File: src/rtl/oled_spi_arbiter.sv
// oled_spi_arbiter: round-robin arbiter for three byte-stream requesters
// sharing a single write-only OLED SPI link (CS/SCLK/SDIN/DC). The owner
// keeps the bus, non-preemptively, until it drops its REQ between bytes.
module oled_spi_arbiter #(
  parameter int SCLK_HALF = 8
) (
  input  logic        CLK,
  input  logic        RST,
  input  logic [2:0]  REQ,
  output logic [2:0]  GNT,
  input  logic [2:0]  VALID,
  output logic [2:0]  RDY,
  input  logic [23:0] DATA_IN,
  input  logic [2:0]  DC_IN,
  output logic        CS,
  output logic        SCLK,
  output logic        SDIN,
  output logic        DC,
  output logic        BUSY
);

  typedef enum logic [1:0] {IDLE, WAIT_BYTE, SHIFT, RELEASE} state_t;

  // Last index of a half period; the counter is 8 bits wide and stops here,
  // so it never exceeds its width even at SCLK_HALF = 255.
  localparam logic [7:0] HALF_LAST = 8'(SCLK_HALF - 1);

  state_t     state;
  logic [1:0] owner;      // current owner, or last owner while idle
  logic [7:0] half_cnt;   // cycles elapsed in the current SCLK half / release
  logic [2:0] bit_cnt;    // bit index within the byte, 0 = MSB
  logic [7:0] shreg;      // byte being shifted, next bit at [6]
  logic [1:0] cand0, cand1, cand2, pick;
  logic [7:0] owner_byte;

  function automatic logic [1:0] inc3(input logic [1:0] v);
    return (v == 2'd2) ? 2'd0 : v + 2'd1;
  endfunction

  // Round-robin pick: search starts just after the last owner.
  // NOTE: every always_comb output gets a value on every path, so no latch is inferred.
  always_comb begin
    cand0 = inc3(owner);
    cand1 = inc3(cand0);
    cand2 = inc3(cand1);
    if (REQ[cand0])      pick = cand0;
    else if (REQ[cand1]) pick = cand1;
    else                 pick = cand2;
    owner_byte = DATA_IN[{owner, 3'b000} +: 8];
  end

  // Control FSM with all link outputs registered.
  // NOTE: sequential state uses non-blocking assignments only, so every read sees the pre-edge value.
  always_ff @(posedge CLK) begin
    if (RST) begin
      state    <= IDLE;
      owner    <= 2'd2;
      GNT      <= '0;
      RDY      <= '0;
      CS       <= 1'b1;
      SCLK     <= 1'b1;
      SDIN     <= 1'b0;
      DC       <= 1'b0;
      BUSY     <= 1'b0;
      half_cnt <= '0;
      bit_cnt  <= '0;
      shreg    <= '0;
    end else begin
      case (state)
        IDLE: begin
          if (|REQ) begin
            owner <= pick;
            GNT   <= 3'b001 << pick;
            RDY   <= 3'b001 << pick;
            CS    <= 1'b0;
            BUSY  <= 1'b1;
            state <= WAIT_BYTE;
          end
        end
        WAIT_BYTE: begin
          if (!REQ[owner]) begin
            GNT      <= '0;
            RDY      <= '0;
            CS       <= 1'b1;
            BUSY     <= 1'b0;
            half_cnt <= '0;
            state    <= RELEASE;
          end else if (VALID[owner]) begin
            // Accept: first falling SCLK edge presents the MSB.
            shreg    <= owner_byte;
            SDIN     <= owner_byte[7];
            DC       <= DC_IN[owner];
            RDY      <= '0;
            SCLK     <= 1'b0;
            half_cnt <= '0;
            bit_cnt  <= '0;
            state    <= SHIFT;
          end
        end
        SHIFT: begin
          if (half_cnt == HALF_LAST) begin
            half_cnt <= '0;
            if (!SCLK) begin
              SCLK <= 1'b1;
            end else if (bit_cnt == 3'd7) begin
              RDY   <= GNT;
              state <= WAIT_BYTE;
            end else begin
              bit_cnt <= bit_cnt + 3'd1;
              SCLK    <= 1'b0;
              SDIN    <= shreg[6];
              shreg   <= {shreg[6:0], 1'b0};
            end
          end else begin
            half_cnt <= half_cnt + 8'd1;
          end
        end
        RELEASE: begin
          if (half_cnt == HALF_LAST) state <= IDLE;
          else                       half_cnt <= half_cnt + 8'd1;
        end
        default: state <= IDLE;
      endcase
    end
  end

endmodule

File: config.mk
export PLATFORM = sky130hd
export DESIGN_NAME = oled_spi_arbiter
export DESIGN_NICKNAME = d
export VERILOG_FILES = /design/src/rtl/oled_spi_arbiter.sv
export SDC_FILE = /design/constraint.sdc
export NUM_CORES = 1
export LEC_CHECK = 0
export ABC_CLOCK_PERIOD_IN_PS = 2300
export BUFFER_PORTS_ARGS = -buffer_cell sky130_fd_sc_hd__buf_4
export CAP_MARGIN = 20
export CORE_AREA = 2 2 91 76
export CTS_CLUSTER_SIZE = 28
export DETAILED_ROUTE_END_ITERATION = 10
export DIE_AREA = 0 0 93 78
export PLACE_DENSITY_LB_ADDON = 0.12
export SETUP_SLACK_MARGIN = 0.1
export SLEW_MARGIN = 20
export SYNTH_ARGS = -nofsm -noshare
export SYNTH_HDL_FRONTEND = slang
export SYNTH_SLANG_ARGS = --single-unit
File: constraint.sdc
create_clock -name CLK -period 2.3 [get_ports CLK]
set_clock_uncertainty 0.1 [all_clocks]
set_input_delay 0.23 -clock CLK [delete_from_list [all_inputs] [get_ports CLK]]
set_output_delay 0.23 -clock CLK [all_outputs]
set_load 0.03 [all_outputs]
==> metrics.log <==
[metrics] crit path buf inv count: 1
[metrics] Final setup violation count: 0
[metrics] portion of total power attributed to combinational logic: 0.593
[metrics] total nets after synthesis: 298
[metrics] synthesized area per cell: 8.454 µm²
[metrics] worst-path cell with the longest stage delay: sky130_fd_sc_hd__or4_1
[metrics] clock share of power: 0.143
[metrics] Top delay family on crit path: simple AND/OR/NAND/NOR gates
[metrics] row count: 26
[metrics] Slew Limit Fails: 0
[metrics] standard cell core area: 0.006246 mm²
[metrics] CTS tree: built
[metrics] Chip Height: 78 µm
[metrics] ratio of cells with drive above 1 in the final layout: 0.2987
[metrics] port bufs: 45
[metrics] Clock Root Buffer: sky130_fd_sc_hd__clkbuf_8
[metrics] transition time at the pin with the least slew margin: 0.7426 ns
[metrics] placed cell count: 380
[metrics] peak supply drop: 523.6 µV
[metrics] Yosys cell types: 64
[metrics] EDFF count, synth: 0
[metrics] final hold violation count: 0
[metrics] HPWL Detailed: 4192 µm
[metrics] Initial DRT Pass Iterations: 4
[metrics] initial drt markers: 126
[metrics] clock-pin transition on the worst setup and hold timing paths: 0.07 ns
[metrics] aggregate global-route resource usage: 0.1683
[metrics] die area: 0.007254 mm²
[metrics] static power due to leakage: 1.098 nW
[metrics] first-pass GRT wire length: 9708 µm
[metrics] via count of the first global-routing pass: 1,983
[metrics] antenna violations before repair: 0
[metrics] unrepaired setup endpoints after global routing: false
[metrics] Worst setup SP type: register
[metrics] count of placed standard cells in the final layout, fillers left out: 392
[metrics] CTS H-tree lvls: 2
[metrics] sw power: 1.405 mW
[metrics] Critical Path, Cell by Cell: inv_1 -> ha_2 -> nand2_1 -> o31a_4 -> or4_1 -> a21oi_1
[metrics] fraction of registers with async set/reset: 0
[metrics] remaining antenna violation count: 0
[metrics] crit path time final: 2.063 ns
[metrics] relative area change from synthesis to final layout: 28.38%
[metrics] required time at the worst-slack endpoint: 2.42 ns
[metrics] cell count after synthesis: 255
[metrics] worst min path class: primary input to register
[metrics] initial core utilization: 0.3452
[metrics] Vias per Instance: 5.411
[metrics] DRC Markers: 0
[metrics] Power per Cell Area: 1137 mW/mm²
[metrics] worst-case clock buffer depth: 2
[metrics] GRT Residual Overflow: 0
[metrics] final estimated routing congestion in global placement: 0.8286
[metrics] number of clock sinks seen by CTS: 33
[metrics] largest driver fanout on the critical path: 8
[metrics] highest clock frequency the design can meet: 484.8 MHz
[metrics] Yosys Warn Count: 0
[metrics] sequential cell area fraction in the yosys report: 0.3064
[metrics] Post-Synthesis Cell Area: 0.002156 mm²
[metrics] R2R cell count: 6
[metrics] fraction of the cycle the final worst path needs: 0.8969
[metrics] Max-Cap Viols: 0
[metrics] internal portion of total power: 1.741 mW
[metrics] routed vias: 2,121
[metrics] depth of the critical timing path with buffers and inverters included: 6
[metrics] count of pins on the block boundary: 46
[metrics] fraction of power consumed by sequential logic: 0.264
[metrics] die width: 93 µm
[metrics] critical path endpoint category: register
[metrics] result of the run: finished clean
[metrics] TritonCTS buffer count: 5
[metrics] total negative slack for setup checks: 0 ns
[metrics] category of the critical setup timing path: register to register
[metrics] switching part of the total power: 0.4466
[metrics] prevailing post-synth register cell: sky130_fd_sc_hd__dfxtp_1
[metrics] critical path's largest stage delay: 0.51 ns
[metrics] clock latency of the later-clocked register in the worst-skew pair: 0.28 ns
[metrics] diode insertion count for antenna repair: 0
[metrics] relative slew slack: 0.5007
[metrics] total wire length: 5951 µm
[metrics] depth of the worst hold-timing path: 4
[metrics] largest net degree at the start of global routing: 33
[metrics] net count of the finished layout: 351
[metrics] critical path data arrival time: 2.18 ns
[metrics] WL/cell: 15.18 µm
[metrics] count of state elements after synthesis: 33
==> cells in the mapped netlist, types with 2 or more instances <==
| library cell | number | area (µm²) |
|---|---|---|
| sky130_fd_sc_hd__o21ai_0 | 22 | 110.1 |
| sky130_fd_sc_hd__nor3_1 | 5 | 25.02 |
| sky130_fd_sc_hd__clkbuf_1 | 10 | 37.54 |
| sky130_fd_sc_hd__o31ai_1 | 2 | 15.01 |
| sky130_fd_sc_hd__a21oi_1 | 25 | 125.1 |
| sky130_fd_sc_hd__nand2_1 | 14 | 52.55 |
| sky130_fd_sc_hd__inv_1 | 10 | 37.54 |
| sky130_fd_sc_hd__dfxtp_1 | 33 | 660.6 |
| sky130_fd_sc_hd__o21ai_1 | 2 | 10.01 |
| sky130_fd_sc_hd__ha_1 | 8 | 100.1 |
| sky130_fd_sc_hd__or3_1 | 2 | 12.51 |
| sky130_fd_sc_hd__mux2i_1 | 6 | 60.06 |
| sky130_fd_sc_hd__o31a_1 | 3 | 26.28 |
| sky130_fd_sc_hd__a211oi_1 | 2 | 15.01 |
| sky130_fd_sc_hd__mux2_2 | 7 | 78.83 |
| sky130_fd_sc_hd__a22oi_1 | 2 | 15.01 |
| sky130_fd_sc_hd__a311oi_1 | 2 | 17.52 |
| sky130_fd_sc_hd__and3_1 | 3 | 18.77 |
| sky130_fd_sc_hd__nor2b_1 | 9 | 56.30 |
| sky130_fd_sc_hd__a31oi_1 | 3 | 18.77 |
| sky130_fd_sc_hd__o32ai_1 | 3 | 26.28 |
| sky130_fd_sc_hd__nand2b_1 | 5 | 31.28 |
| sky130_fd_sc_hd__nand3b_1 | 3 | 22.52 |
| sky130_fd_sc_hd__nor2_1 | 13 | 48.80 |
| sky130_fd_sc_hd__nand3_1 | 6 | 30.03 |
| sky130_fd_sc_hd__a221oi_1 | 7 | 61.31 |
| sky130_fd_sc_hd__o211ai_1 | 2 | 15.01 |
| sky130_fd_sc_hd__buf_6 | 2 | 22.52 |
| sky130_fd_sc_hd__or4_1 | 7 | 52.55 |
| sky130_fd_sc_hd__buf_2 | 3 | 15.01 |
==> layout by cell type, fill, tap and decap left out, types with 5 or more instances in the layout <==
master,instances
sky130_fd_sc_hd__nand2_1,14
sky130_fd_sc_hd__nand3_1,6
sky130_fd_sc_hd__nor3_1,5
sky130_fd_sc_hd__buf_4,60
sky130_fd_sc_hd__nor2_1,13
sky130_fd_sc_hd__or4_1,7
sky130_fd_sc_hd__dfxtp_1,31
sky130_fd_sc_hd__a21oi_1,25
sky130_fd_sc_hd__mux2_2,7
sky130_fd_sc_hd__a221oi_1,7
sky130_fd_sc_hd__o21ai_0,22
sky130_fd_sc_hd__mux2i_1,6
sky130_fd_sc_hd__clkbuf_8,6
sky130_fd_sc_hd__nor2b_1,9
sky130_fd_sc_hd__inv_1,10
sky130_fd_sc_hd__ha_1,6
sky130_fd_sc_hd__nand2b_1,5
==> power groups by stage <==
stage	registers (mW)	logic, mW	clock network (mW)
floorplan	0.915	1.18	0
global placement	0.831	1.78	0
detailed placement	0.832	1.78	0
CTS	0.820	1.80	0.464
global route	0.849	2.09	0.492
finish	0.830	1.87	0.451
==> metal layers <==
| layer | GRT usage | wire length [µm] | vias to the layer above | share of wire |
|---|---|---|---|---|
| li1 | - | - | 1080 | - |
| met1 | 0.2438 | 3091 | 983 | 0.52 |
| met2 | 0.2478 | 2526 | 51 | 0.42 |
| met3 | 0.03786 | 270 | 7 | 0.045 |
| met4 | 0.05000 | 62 | 0 | 0.010 |
| met5 | 0 | 0 | - | 0 |
==> kinds of logic after synthesis <==
family,Yosys count,share of synthesized area
compound gates,93,0.3018
simple gates,81,0.2252
flops,33,0.3064
buf+inv,27,0.05571
mux,13,0.06443
fa+ha+maj,8,0.04643
==> through the flow <==
stage | setup slack (ns) | total power, mW | hold slack [ns] | cell area [µm²] | utilization
2_1_floorplan | 0.1808 | 2.099 | 0.3241 | 2156 | -
3_3_place_gp | 0.08388 | 2.612 | 0.3640 | 2606 | 0.4173
3_5_place_dp | 0.03629 | 2.613 | 0.3694 | 2606 | 0.4173
4_1_cts | 0.1143 | 3.086 | 0.1895 | 2701 | 0.4325
5_1_grt | 0.1130 | 3.427 | 0.2180 | 2768 | 0.4431
6_report | 0.2372 | 3.147 | 0.1880 | 2768 | 0.4431
==> final cells by class <==
| class | instances | area (µm²) |
|---|---|---|
| timing repair buffer | 60 | 450.4 |
| tap | 84 | 105.1 |
| multi-input combinational | 196 | 1418 |
| sequential | 33 | 663.1 |
| fill | 649 | 3478 |
| clock buffer | 7 | 86.33 |
| inverter | 12 | 45.04 |
==> registers in the layout, indices dropped and copies added (netlist names) <==
register	cells
GNT	3
state	2
DC	1
bit_cnt	3
owner	2
half_cnt	8
RDY	3
shreg	7
CS	1
BUSY	1
SCLK	1
SDIN	1
==> tightest hold or removal path, cell delays in order <==
cell and delay [ns]:
sky130_fd_sc_hd__buf_4 0.07, sky130_fd_sc_hd__nand2_1 0.03, sky130_fd_sc_hd__o21ai_0 0.07, sky130_fd_sc_hd__o311a_1 0.14
==> path summary, 6_finish.rpt <==
path,start,endpoint,slack (ns)
worst max-delay path,state[0],shreg[6],0.24
worst min-delay path,DC_IN[1],DC,0.19
worst min register to register,shreg[0],shreg[0],0.38
worst max register to register,state[0],shreg[6],0.24
==> what timing repair did <==
item | CTS | global route
hold buffers | 0 | 0
cloned | 0 | 1
resized for setup | 2 | 6
buffers inserted | 0 | 4
pin swaps | 0 | 2
setup endpoints to repair | 7 | 10
Power figures use the tool's default switching activity.
